--- config.mk ---
export PLATFORM = sky130hd
export DESIGN_NAME = dmem_lsu
export DESIGN_NICKNAME = d
export VERILOG_FILES = /design/src/rtl/dmem_pkg.sv /design/src/rtl/dmem_lsu.sv
export SDC_FILE = /design/constraint.sdc
export NUM_CORES = 1
export LEC_CHECK = 0
export ABC_AREA = 1
export CORE_MARGIN = 4
export CORE_UTILIZATION = 38
export DETAILED_ROUTE_END_ITERATION = 7
export GPL_ROUTABILITY_DRIVEN = 0
export HOLD_SLACK_MARGIN = 0.08
export PLACE_DENSITY_LB_ADDON = 0.12
export SLEW_MARGIN = 5
export SYNTH_ARGS = -nofsm -noshare
export SYNTH_HDL_FRONTEND = slang
export SYNTH_SLANG_ARGS = --single-unit
--- constraint.sdc ---
create_clock -name clk -period 2.4 [get_ports clk]
set_input_delay 0.24 -clock clk [delete_from_list [all_inputs] [get_ports clk]]
set_output_delay 0.24 -clock clk [all_outputs]
set_load 0.01 [all_outputs]
--- src/rtl/dmem_pkg.sv ---
// Shared defaults and state encoding for the data-memory load/store requester.
package dmem_pkg;
  localparam int AW_DEF = 4;
  localparam int DW_DEF = 4;
  localparam int LW_DEF = 2;

  typedef enum logic [2:0] {
    S_IDLE,
    S_WRITE,
    S_READ,
    S_RSP,
    S_ACK
  } lsu_state_t;
endpackage

--- src/rtl/dmem_lsu.sv ---
// Load/fill burst requester driving the data memory port; returns load beats
// or a single store ack over a valid/ready response channel.
module dmem_lsu
  import dmem_pkg::*;
#(
  parameter int AW = AW_DEF,
  parameter int DW = DW_DEF,
  parameter int LW = LW_DEF
) (
  input  logic          clk,
  input  logic          reset,
  input  logic          req_valid,
  output logic          req_ready,
  input  logic          req_write,
  input  logic [AW-1:0] req_addr,
  input  logic [DW-1:0] req_wdata,
  input  logic [LW-1:0] req_len,
  output logic          rsp_valid,
  input  logic          rsp_ready,
  output logic [DW-1:0] rsp_data,
  output logic          rsp_last,
  output logic          mem_write,
  output logic          mem_read,
  output logic [AW-1:0] mem_addr,
  output logic [DW-1:0] mem_wdata,
  input  logic [DW-1:0] mem_rdata
);

  lsu_state_t    state_q, state_d;
  logic [AW-1:0] addr_q, addr_d;
  logic [DW-1:0] wdata_q, wdata_d;
  logic [LW-1:0] cnt_q, cnt_d;
  logic          write_q, write_d;
  logic [DW-1:0] rsp_data_q, rsp_data_d;
  logic          rsp_last_q, rsp_last_d;

  always_ff @(posedge clk or posedge reset) begin
    if (reset) begin
      state_q    <= S_IDLE;
      addr_q     <= '0;
      wdata_q    <= '0;
      cnt_q      <= '0;
      write_q    <= 1'b0;
      rsp_data_q <= '0;
      rsp_last_q <= 1'b0;
    end else begin
      state_q    <= state_d;
      addr_q     <= addr_d;
      wdata_q    <= wdata_d;
      cnt_q      <= cnt_d;
      write_q    <= write_d;
      rsp_data_q <= rsp_data_d;
      rsp_last_q <= rsp_last_d;
    end
  end

  always_comb begin
    state_d    = state_q;
    addr_d     = addr_q;
    wdata_d    = wdata_q;
    cnt_d      = cnt_q;
    write_d    = write_q;
    rsp_data_d = rsp_data_q;
    rsp_last_d = rsp_last_q;
    case (state_q)
      S_IDLE: begin
        if (req_valid) begin
          addr_d  = req_addr;
          wdata_d = req_wdata;
          cnt_d   = req_len;
          write_d = req_write;
          state_d = req_write ? S_WRITE : S_READ;
        end
      end
      S_WRITE: begin
        addr_d = addr_q + AW'(1);
        cnt_d  = cnt_q - LW'(1);
        if (cnt_q == '0) state_d = S_ACK;
      end
      S_READ: begin
        rsp_data_d = mem_rdata;
        rsp_last_d = (cnt_q == '0);
        state_d    = S_RSP;
      end
      S_RSP: begin
        if (rsp_ready) begin
          if (rsp_last_q) begin
            state_d = S_IDLE;
          end else begin
            addr_d  = addr_q + AW'(1);
            cnt_d   = cnt_q - LW'(1);
            state_d = S_READ;
          end
        end
      end
      S_ACK: begin
        if (rsp_ready) state_d = S_IDLE;
      end
      default: state_d = S_IDLE;
    endcase
  end

  // Outputs decode from registered state only, so no req/rsp input reaches them.
  assign req_ready = (state_q == S_IDLE);
  assign mem_write = (state_q == S_WRITE) && write_q;
  assign mem_read  = (state_q == S_READ);
  assign mem_addr  = (state_q == S_WRITE || state_q == S_READ) ? addr_q : '0;
  assign mem_wdata = (state_q == S_WRITE) ? wdata_q : '0;
  assign rsp_valid = (state_q == S_RSP) || (state_q == S_ACK);
  assign rsp_data  = (state_q == S_RSP) ? rsp_data_q : '0;
  assign rsp_last  = (state_q == S_RSP) ? rsp_last_q : (state_q == S_ACK);

endmodule

Word-level counts from Yosys, hierarchy flattened
Index checks and enable logic that the tools add are counted.
W data, S select, Z words.

word-level totals
  output and inout port bits = 17
  bits in writable memories = 0
  bits in latches = 0
  memory bits (read-only) = 0
  memories kept = 0
  logic and storage cells = 46
  input port bits = 19
  flip-flop bits (word level) = 19

cells by class
  bitwise operators = 0
  reductions and logical operators = 9
  mux-type cells = 19
  equal/unequal tests = 9
  order comparisons = 0
  div/mod/pow operators = 0
  add/subtract/negate cells = 2
  multiply operators = 0
  shift-type cells = 0

operators by type and width
  operator               number
  $mux W4                6
  $pmux W3 S5            1
  $mux W3                4
  $pmux W4 S3            1
  $mux W2                5
  $ne A2 B2 Y1 const B   5
  $reduce_and A4 Y1      2
  $eq A3 B2 Y1 const B   2
  $pmux W2 S3            1
  $add A4 B1 Y4 const B  1
  $eq A3 B1 Y1 const B   1
  $eq A3 B3 Y1 const B   1
  $logic_not A3 Y1       1
  $reduce_bool A3 Y1     1
  $logic_not A2 Y1       1
  $logic_or A1 B1 Y1     2
  $reduce_and A2 Y1      1
  $sub A2 B1 Y2 const B  1
  $logic_and A1 B1 Y1    1
  $mux W1                1

Depth between registers and ports, before layout
Gate-level depths: netlist of the first run.

  word-level depth = 4
  mapped depth = 8
  depth with buffers taken out = 8

Least setup slack after synthesis of the first run
OpenSTA, ideal clock, no wires.

  path type = reg2out
  start point = register state_q[2]
  end point = output mem_addr[0]
  path buffers = 1
  path slack = 1.024 ns
  required time = 2.160 ns
  data arrival time = 1.136 ns
  cell stages (with the launch flop) = 7
  cells stage by stage = dfrtp_1 nor2_2 nand2_1 buf_6 nand2_1 inv_1 nor2_1

between the ends
  word-level cells in the longest chain between the ends = 3
  elaborated cells between the ends (all ways) = 4
  classes of those cells = eq/ne (2); mux (1); reduce/logical (1)

RTL lines
  item                                          RTL line         RTL
  from (decl)                                   dmem_lsu.sv:29   lsu_state_t state_q, state_d;
  from (signal assigned)                        dmem_lsu.sv:47   state_q <= state_d;
  $eq A3 B1 Y1 or $eq A3 B2 Y1 (tied branches)  dmem_lsu.sv:107  assign mem_addr = (state_q == S_WRITE || state_q == S_READ) ? addr_q : '0;
  $logic_or A1 B1 Y1 (*)                        dmem_lsu.sv:107
  $mux W4 (*)                                   dmem_lsu.sv:107
  to (decl)                                     dmem_lsu.sv:24   output logic [AW-1:0] mem_addr,

Mark *: on every way between the ends. The rest lies on a longest branch, timed or not.

Final worst setup path of the first run
Ends and elaborated chain as after synthesis.

==> impl_summary.txt, run 1 <==
----------------------------------------------------
[Clocking]
  Clock net sink count ... 19
  Clock edge transition at the registers on the reported setup and hold paths ... 100 ps
  Depth of the CTS H-tree ... 1
  Count of buffers added by post-CTS timing repair for setup ... 0
  Number of buffers inserted during clock tree synthesis ... 3
  Cts-stage hold buffer count ... 0
  CTS Root Cell ... clkbuf_4
  Latest clock arrival within the worst-skew pair ... 300 ps
  Buffers from clock root to sink, at most ... 2
  CTS tree ... built

[Yosys]
  Post-synth design cell area ... 0.00111 mm2
  Synthesized Nets ... 183
  Fraction of the yosys area taken by sequential cells ... 0.426
  Count of state elements after synthesis ... 19
  Distinct cells, synth ... 19
  Number of standard cells after synthesis ... 162
  Post-synthesis average cell area ... 6.88 um2
  Warnings, synthesis ... 0

[Finish]
  Count of filler cells inserted in the layout ... 273
  Total area of multi-input combinational cells ... 510 um2
  Final Util ... 0.546
  Count of non-filler cells in the finished layout ... 231
  Share of cells above drive strength 1 ... 0.0650
  NumNets Final ... 222
  Sequential cell area ... 475 um2
  Area delta synth->final ... 36.1%
  Antenna Diode Count ... 0

[Global route]
  Pin count of the biggest net entering global routing ... 20
  Global-route wire length before repair ... 4.64 mm
  Via count of the first global-routing pass ... 1064
  Antenna violations before repair ... 0
  Global-route total usage across every layer ... 0.143
  GRT overflow ... 0

[STA]
  Slew headroom ... 0.520
  RSZ-0062 raised after global routing ... false
  Setup TNS ... 0 ps
  Tmin final ... 2200 ps
  Endpoints failing hold ... 0
  Final number of max-transition violations ... 0
  Setup clock skew after layout ... 5.20 ps
  Period Utilization, post-route ... 0.918
  Final count of negative-setup-slack endpoints ... 0
  Final WS setup ... 196 ps
  Achievable frequency ... 454 MHz
  Transition time at the pin with the least slew margin ... 719 ps
  Worst hold slack after final layout ... 354 ps

[Run]
  Number of max-capacitance violations reported ... 0

[Critical path]
  Arrival @ worst endpoint ... 1960 ps
  WP data required ... 2160 ps
  Element type at the critical path start ... register
  Type of the setup path with the least slack ... reg2out
  Worst setup EP type ... output port
  Largest fanout on the critical path ... 11

[Drt]
  Total number of vias ... 1106
  Detail Route Antenna Nets ... 0
  Violation count after the first detailed-route iteration ... 34
  Vias per Instance ... 4.79
  DR WL/cell ... 11.2 um
  DRC violations left ... 0
  Length of the first detailed-routing pass in iterations ... 4
  Final Routed Wirelength ... 2.60 mm

[Floorplanning]
  Horiz. Die Dim ... 62.2 um
  IO Pins ... 36
  Area of the die ... 0.00386 mm2
  Die Height ... 62.2 um
  Std cell rows ... 19
  Core Region ... 0.00278 mm2
  Effective utilization at floorplan ... 0.401

[Placed design]
  Pre-CTS worst setup slack ... 433 ps
  Half-perimeter wire length of the detailed placement result ... 2.10 mm
  Port-buffer cells ... 35
  Total instance count after detailed placement ... 227

[Power and ir drop]
  Worst vdd ir ... 782 uV
  Leak Pwr ... 0.813 nW
  Power density over the cells ... 1170 mW/mm2

[Hold path]
  Class of the tightest hold or removal check ... in2async

[Outcome]
  Status ... complete, no violations

----------------------------------------------------
## metrics by stage
step | area, um2 | total power, mW
after floorplan | 1110 | 1.26
final | 1520 | 1.78
after global routing | 1520 | 1.99
after detailed placement | 1490 | 1.63
after global placement | 1490 | 1.60
after CTS | 1520 | 1.80
## where the power goes
part / internal, mW / switching (mW) / total (mW)
Combinational: 0.438 / 0.597 / 1.04
Clock: 0.0648 / 0.0952 / 0.160
Sequential: 0.473 / 0.112 / 0.585
## cell type report
cell class,count,area share
multi-input cells,113,0.336
well taps,31,0.0256
clock buffers,4,0.0173
repair buffers,37,0.241
flip-flops and latches,19,0.313
inverters,27,0.0668
## cells in the final DEF (no fill, tap or decap)
master	instances
a21oi_1	5
buf_4	2
clkbuf_1	1
clkbuf_4	3
clkdlybuf4s50_1	35
dfrtp_1	19
ha_1	2
inv_1	26
inv_2	1
nand2_1	56
nand2_2	3
nand3_1	12
nand3_2	1
nand3b_1	1
nand4_1	1
nor2_1	20
nor2_2	2
nor2_4	1
o21ai_0	7
o21ai_1	1
xor2_1	1
## sequential cells by signal (all words and copies together) (netlist names)
signal,count
addr_q,4
cnt_q,2
rsp_data_q,4
rsp_last_q,1
state_q,3
wdata_q,4
write_q,1
## kinds of logic (layout without fill, tap and decap cells)
logic type | count (synthesis) | count (layout) | synth area share
flip-flops | 19 | 19 | 0.426
buffers and inverters | 30 | 68 | 0.118
AO/OA/AOI/OAI | 13 | 13 | 0.0584
adder cells (fa/ha/maj) | 2 | 2 | 0.0224
XOR/XNOR | 1 | 1 | 0.00786
AND/OR/NAND/NOR | 97 | 97 | 0.367
## final timing paths
path	from	endpoint	slack, ps	depth (start not counted)
setup / recovery	state_q[2]	mem_addr[0]	200	6
hold / removal	reset	cnt_q[0]	350	2
setup reg to reg	state_q[0]	addr_q[0]	900	7
hold reg to reg	cnt_q[1]	cnt_q[1]	500	2
max in group asynchronous	reset	rsp_last_q	1590	2
min in group clk	cnt_q[1]	cnt_q[1]	500	2
## repair_timing
action                                  4_1_cts  5_1_grt
gates resized for setup                       0        1
hold endpoints to repair                      0        0
endpoints found under the setup margin        0        4
## worst max-delay path, stage by stage (launching register included)
cell	delay, ps
dfrtp_1	440
nor2_2	200
nand2_2	170
nand2_1	110
inv_1	70
nor2_1	100
clkdlybuf4s50_1	560
## metal layers
metal	track usage	share of wire	wire, um
met1	0.183	0.44	1140
met2	0.233	0.49	1270
met3	0.0450	0.064	167
met4	0.0325	0.0050	13
met5	0	0	0
## synthesized netlist by cell type
| library cell | instances | area, um2 |
|---|---|---|
| nand2_1 | 57 | 214 |
| inv_1 | 26 | 97.6 |
| nor2_1 | 20 | 75.1 |
| dfrtp_1 | 19 | 475 |
| nand3_1 | 12 | 60.1 |
| o21ai_0 | 7 | 35.0 |
| a21oi_1 | 5 | 25.0 |
| buf_6 | 2 | 22.5 |
| ha_1 | 2 | 25.0 |
| nand2_2 | 2 | 12.5 |
| nor2_2 | 2 | 12.5 |
| buf_4 | 1 | 7.51 |
| inv_2 | 1 | 3.75 |
| nand3_2 | 1 | 10.0 |
| nand3b_1 | 1 | 7.51 |
| nand4_1 | 1 | 6.26 |
| nor2_4 | 1 | 11.3 |
| o21ai_1 | 1 | 5.00 |
| xor2_1 | 1 | 8.76 |
No activity file was read; power rests on OpenSTA's default activity.
==> run 2: changes to the inputs <==
--- a/config.mk
+++ b/config.mk
@@ -8,6 +8,7 @@
 export ABC_AREA = 1
 export CORE_MARGIN = 4
 export CORE_UTILIZATION = 38
+export CTS_BUF_LIST = sky130_fd_sc_hd__clkbuf_16
 export DETAILED_ROUTE_END_ITERATION = 7
 export GPL_ROUTABILITY_DRIVEN = 0
 export HOLD_SLACK_MARGIN = 0.08
==> impl_summary.txt, run 2 (same netlist as run 1, synthesis figures left out) <==
----------------------------------------------------
[Outcome]
  Status ... complete, no violations (unchanged)

[Drt]
  Total number of vias ... 1101 (was 1106)
  Detail Route Antenna Nets ... 0 (unchanged)
  DRC violations left ... 0 (unchanged)
  Vias per Instance ... 4.77 (was 4.79)
  Length of the first detailed-routing pass in iterations ... 4 (unchanged)
  DR WL/cell ... 11.3 um (was 11.2 um)
  Violation count after the first detailed-route iteration ... 34 (unchanged)
  Final Routed Wirelength ... 2.61 mm (was 2.60 mm)

[Critical path]
  Type of the setup path with the least slack ... reg2out (unchanged)
  Arrival @ worst endpoint ... 1930 ps (was 1960 ps)
  Endpoint of the worst-slack reg-to-reg timing path ... addr_q[0] (unchanged)
  Slack of the worst reg-to-reg path ... 920 ps (was 900 ps)
  WP data required ... 2160 ps (about the same)
  Worst setup path start ... state_q[2] (unchanged)
  Reg2Reg Launch Point ... state_q[0] (unchanged)
  Worst setup EP type ... output port (unchanged)
  CP endpoint ... mem_addr[0] (unchanged)
  Number of cells traversed by the worst register-to-register path ... 7 (unchanged)
  Element type at the critical path start ... register (unchanged)
  Largest fanout on the critical path ... 11 (unchanged)

[Power and ir drop]
  Worst vdd ir ... 865 uV (was 782 uV)
  Leak Pwr ... 0.841 nW (was 0.813 nW)
  Power density over the cells ... 1250 mW/mm2 (was 1170 mW/mm2)

[Run]
  Number of max-capacitance violations reported ... 0 (unchanged)

[Clocking]
  Clock edge transition at the registers on the reported setup and hold paths ... 50 ps (was 100 ps)
  Count of buffers added by post-CTS timing repair for setup ... 0 (unchanged)
  Latest clock arrival within the worst-skew pair ... 250 ps (was 300 ps)
  Depth of the CTS H-tree ... 1 (unchanged)
  CTS Root Cell ... clkbuf_16 (was clkbuf_4)
  CTS tree ... built (unchanged)
  Number of buffers inserted during clock tree synthesis ... 3 (unchanged)
  Clock net sink count ... 19 (unchanged)
  Buffers from clock root to sink, at most ... 2 (unchanged)

[Finish]
  Commonest non-fill, non-tap cell in the layout ... nand2_1 (unchanged)
  Highest-count cells in the layout ignoring fill and taps ... 56 x nand2_1, 35 x clkdlybuf4s50_1, 27 x inv_1, 20 x nor2_1, 19 x dfrtp_1 (was 56 x nand2_1, 35 x clkdlybuf4s50_1, 26 x inv_1, 20 x nor2_1, 19 x dfrtp_1)
  Biggest registers after layout ... addr_q x4, rsp_data_q x4, wdata_q x4 (unchanged)
  Antenna Diode Count ... 0 (unchanged)
  NumNets Final ... 222 (unchanged)
  Area delta synth->final ... 40.9% (was 36.1%)
  Post-route cell area ... 0.00157 mm2 (was 0.00152 mm2)
  Share of cells above drive strength 1 ... 0.0650 (unchanged)

[STA]
  RSZ-0062 raised after global routing ... false (unchanged)
  Achievable frequency ... 461 MHz (was 454 MHz)
  Endpoints failing hold ... 0 (unchanged)
  Period Utilization, post-route ... 0.904 (was 0.918)
  Transition time at the pin with the least slew margin ... 720 ps (was 719 ps)
  Slew headroom ... 0.520 (about the same)
  Final count of negative-setup-slack endpoints ... 0 (unchanged)
  Setup TNS ... 0 ps (unchanged)
  Final number of max-transition violations ... 0 (unchanged)
  Tmin final ... 2170 ps (was 2200 ps)
  Setup clock skew after layout ... 4.17 ps (was 5.20 ps)
  Final WS setup ... 231 ps (was 196 ps)

[Placed design]
  Port-buffer cells ... 35 (unchanged)
  Half-perimeter wire length of the detailed placement result ... 2.10 mm (unchanged)
  Cell area after placement ... 0.00149 mm2 (unchanged)
  Pre-CTS worst setup slack ... 433 ps (unchanged)

[Global route]
  Antenna violations before repair ... 0 (unchanged)
  Global-route wire length before repair ... 4.67 mm (was 4.64 mm)
  GRT overflow ... 0 (unchanged)
  Global-route total usage across every layer ... 0.144 (was 0.143)
  Pin count of the biggest net entering global routing ... 20 (unchanged)
  Via count of the first global-routing pass ... 1062 (was 1064)

[Floorplanning]
  Std cell rows ... 19 (unchanged)
  Effective utilization at floorplan ... 0.401 (unchanged)
  Horiz. Die Dim ... 62.2 um (unchanged)
  Core Region ... 0.00278 mm2 (unchanged)
  Area of the die ... 0.00386 mm2 (unchanged)
  Die Height ... 62.2 um (unchanged)
  IO Pins ... 36 (unchanged)

[Hold path]
  Class of the tightest hold or removal check ... in2async (unchanged)

----------------------------------------------------
==> run 2: worst max-delay path, cell delays in order (launching register included) <==
cell	delay (ps)
dfrtp_1	420
nor2_2	200
nand2_2	170
nand2_1	110
inv_1	70
nor2_1	120
clkdlybuf4s50_1	580
==> run 2: how the worst min path moves through the flow <==
stage	from	end	slack [ps]	cells past startpoint
2_1_floorplan	reset	addr_q[0]	190	1
3_3_place_gp	cnt_q[0]	cnt_q[0]	470	2
3_5_place_dp	cnt_q[1]	cnt_q[1]	470	2
4_1_cts	reset	addr_q[0]	460	2
5_1_grt	reset	rsp_data_q[2]	500	2
6_report	reset	cnt_q[0]	420	2
==> run 2: final cells by class <==
type / count / area [um2]
Fill cell: 264 / 1210
Multi-Input combinational cell: 113 / 510
Inverter: 27 / 101
Clock inverter: 1 / 3.75
Clock buffer: 3 / 75.1
Sequential cell: 19 / 475
Timing Repair Buffer: 37 / 365
Tap cell: 31 / 38.8
==> run 2: repair_timing <==
item | CTS | global route
resized for setup | 0 | 1
hold buffers | 0 | 0
endpoints found under the hold margin | 0 | 0
setup endpoints to repair | 0 | 1
==> run 2: where the power goes <==
group          leakage [nW]  internal (mW)  total (mW)  switching [mW]
sequential            0.230          0.475       0.587           0.112
clock                0.0423          0.221       0.331           0.110
combinational         0.568          0.438        1.04           0.600
==> run 2: per-stage QoR <==
stage	power, mW	utilization	instances	hold WS (ps)
5_1_grt	2.16	0.565	231	500
2_1_floorplan	1.26	-	162	191
3_5_place_dp	1.63	0.535	227	472
6_report	1.96	0.565	231	417
4_1_cts	1.97	0.564	231	458
3_3_place_gp	1.60	0.535	227	466
==> run 2: metal layers <==
metal / vias to the layer above / wire (um) / track usage
met5: - / 0 / 0
met4: 0 / 14 / 0.0325
met3: 4 / 131 / 0.0450
met2: 26 / 1290 / 0.236
met1: 506 / 1170 / 0.184
li1: 565 / - / -
==> run 3: changes to the inputs <==
--- a/config.mk
+++ b/config.mk
@@ -10,7 +10,6 @@
 export CORE_UTILIZATION = 38
 export CTS_BUF_LIST = sky130_fd_sc_hd__clkbuf_16
 export DETAILED_ROUTE_END_ITERATION = 7
-export GPL_ROUTABILITY_DRIVEN = 0
 export HOLD_SLACK_MARGIN = 0.08
 export PLACE_DENSITY_LB_ADDON = 0.12
 export SLEW_MARGIN = 5
==> results of run 3 <==
Same layout as run 2: the final DEF is identical, and so are final timing and power.
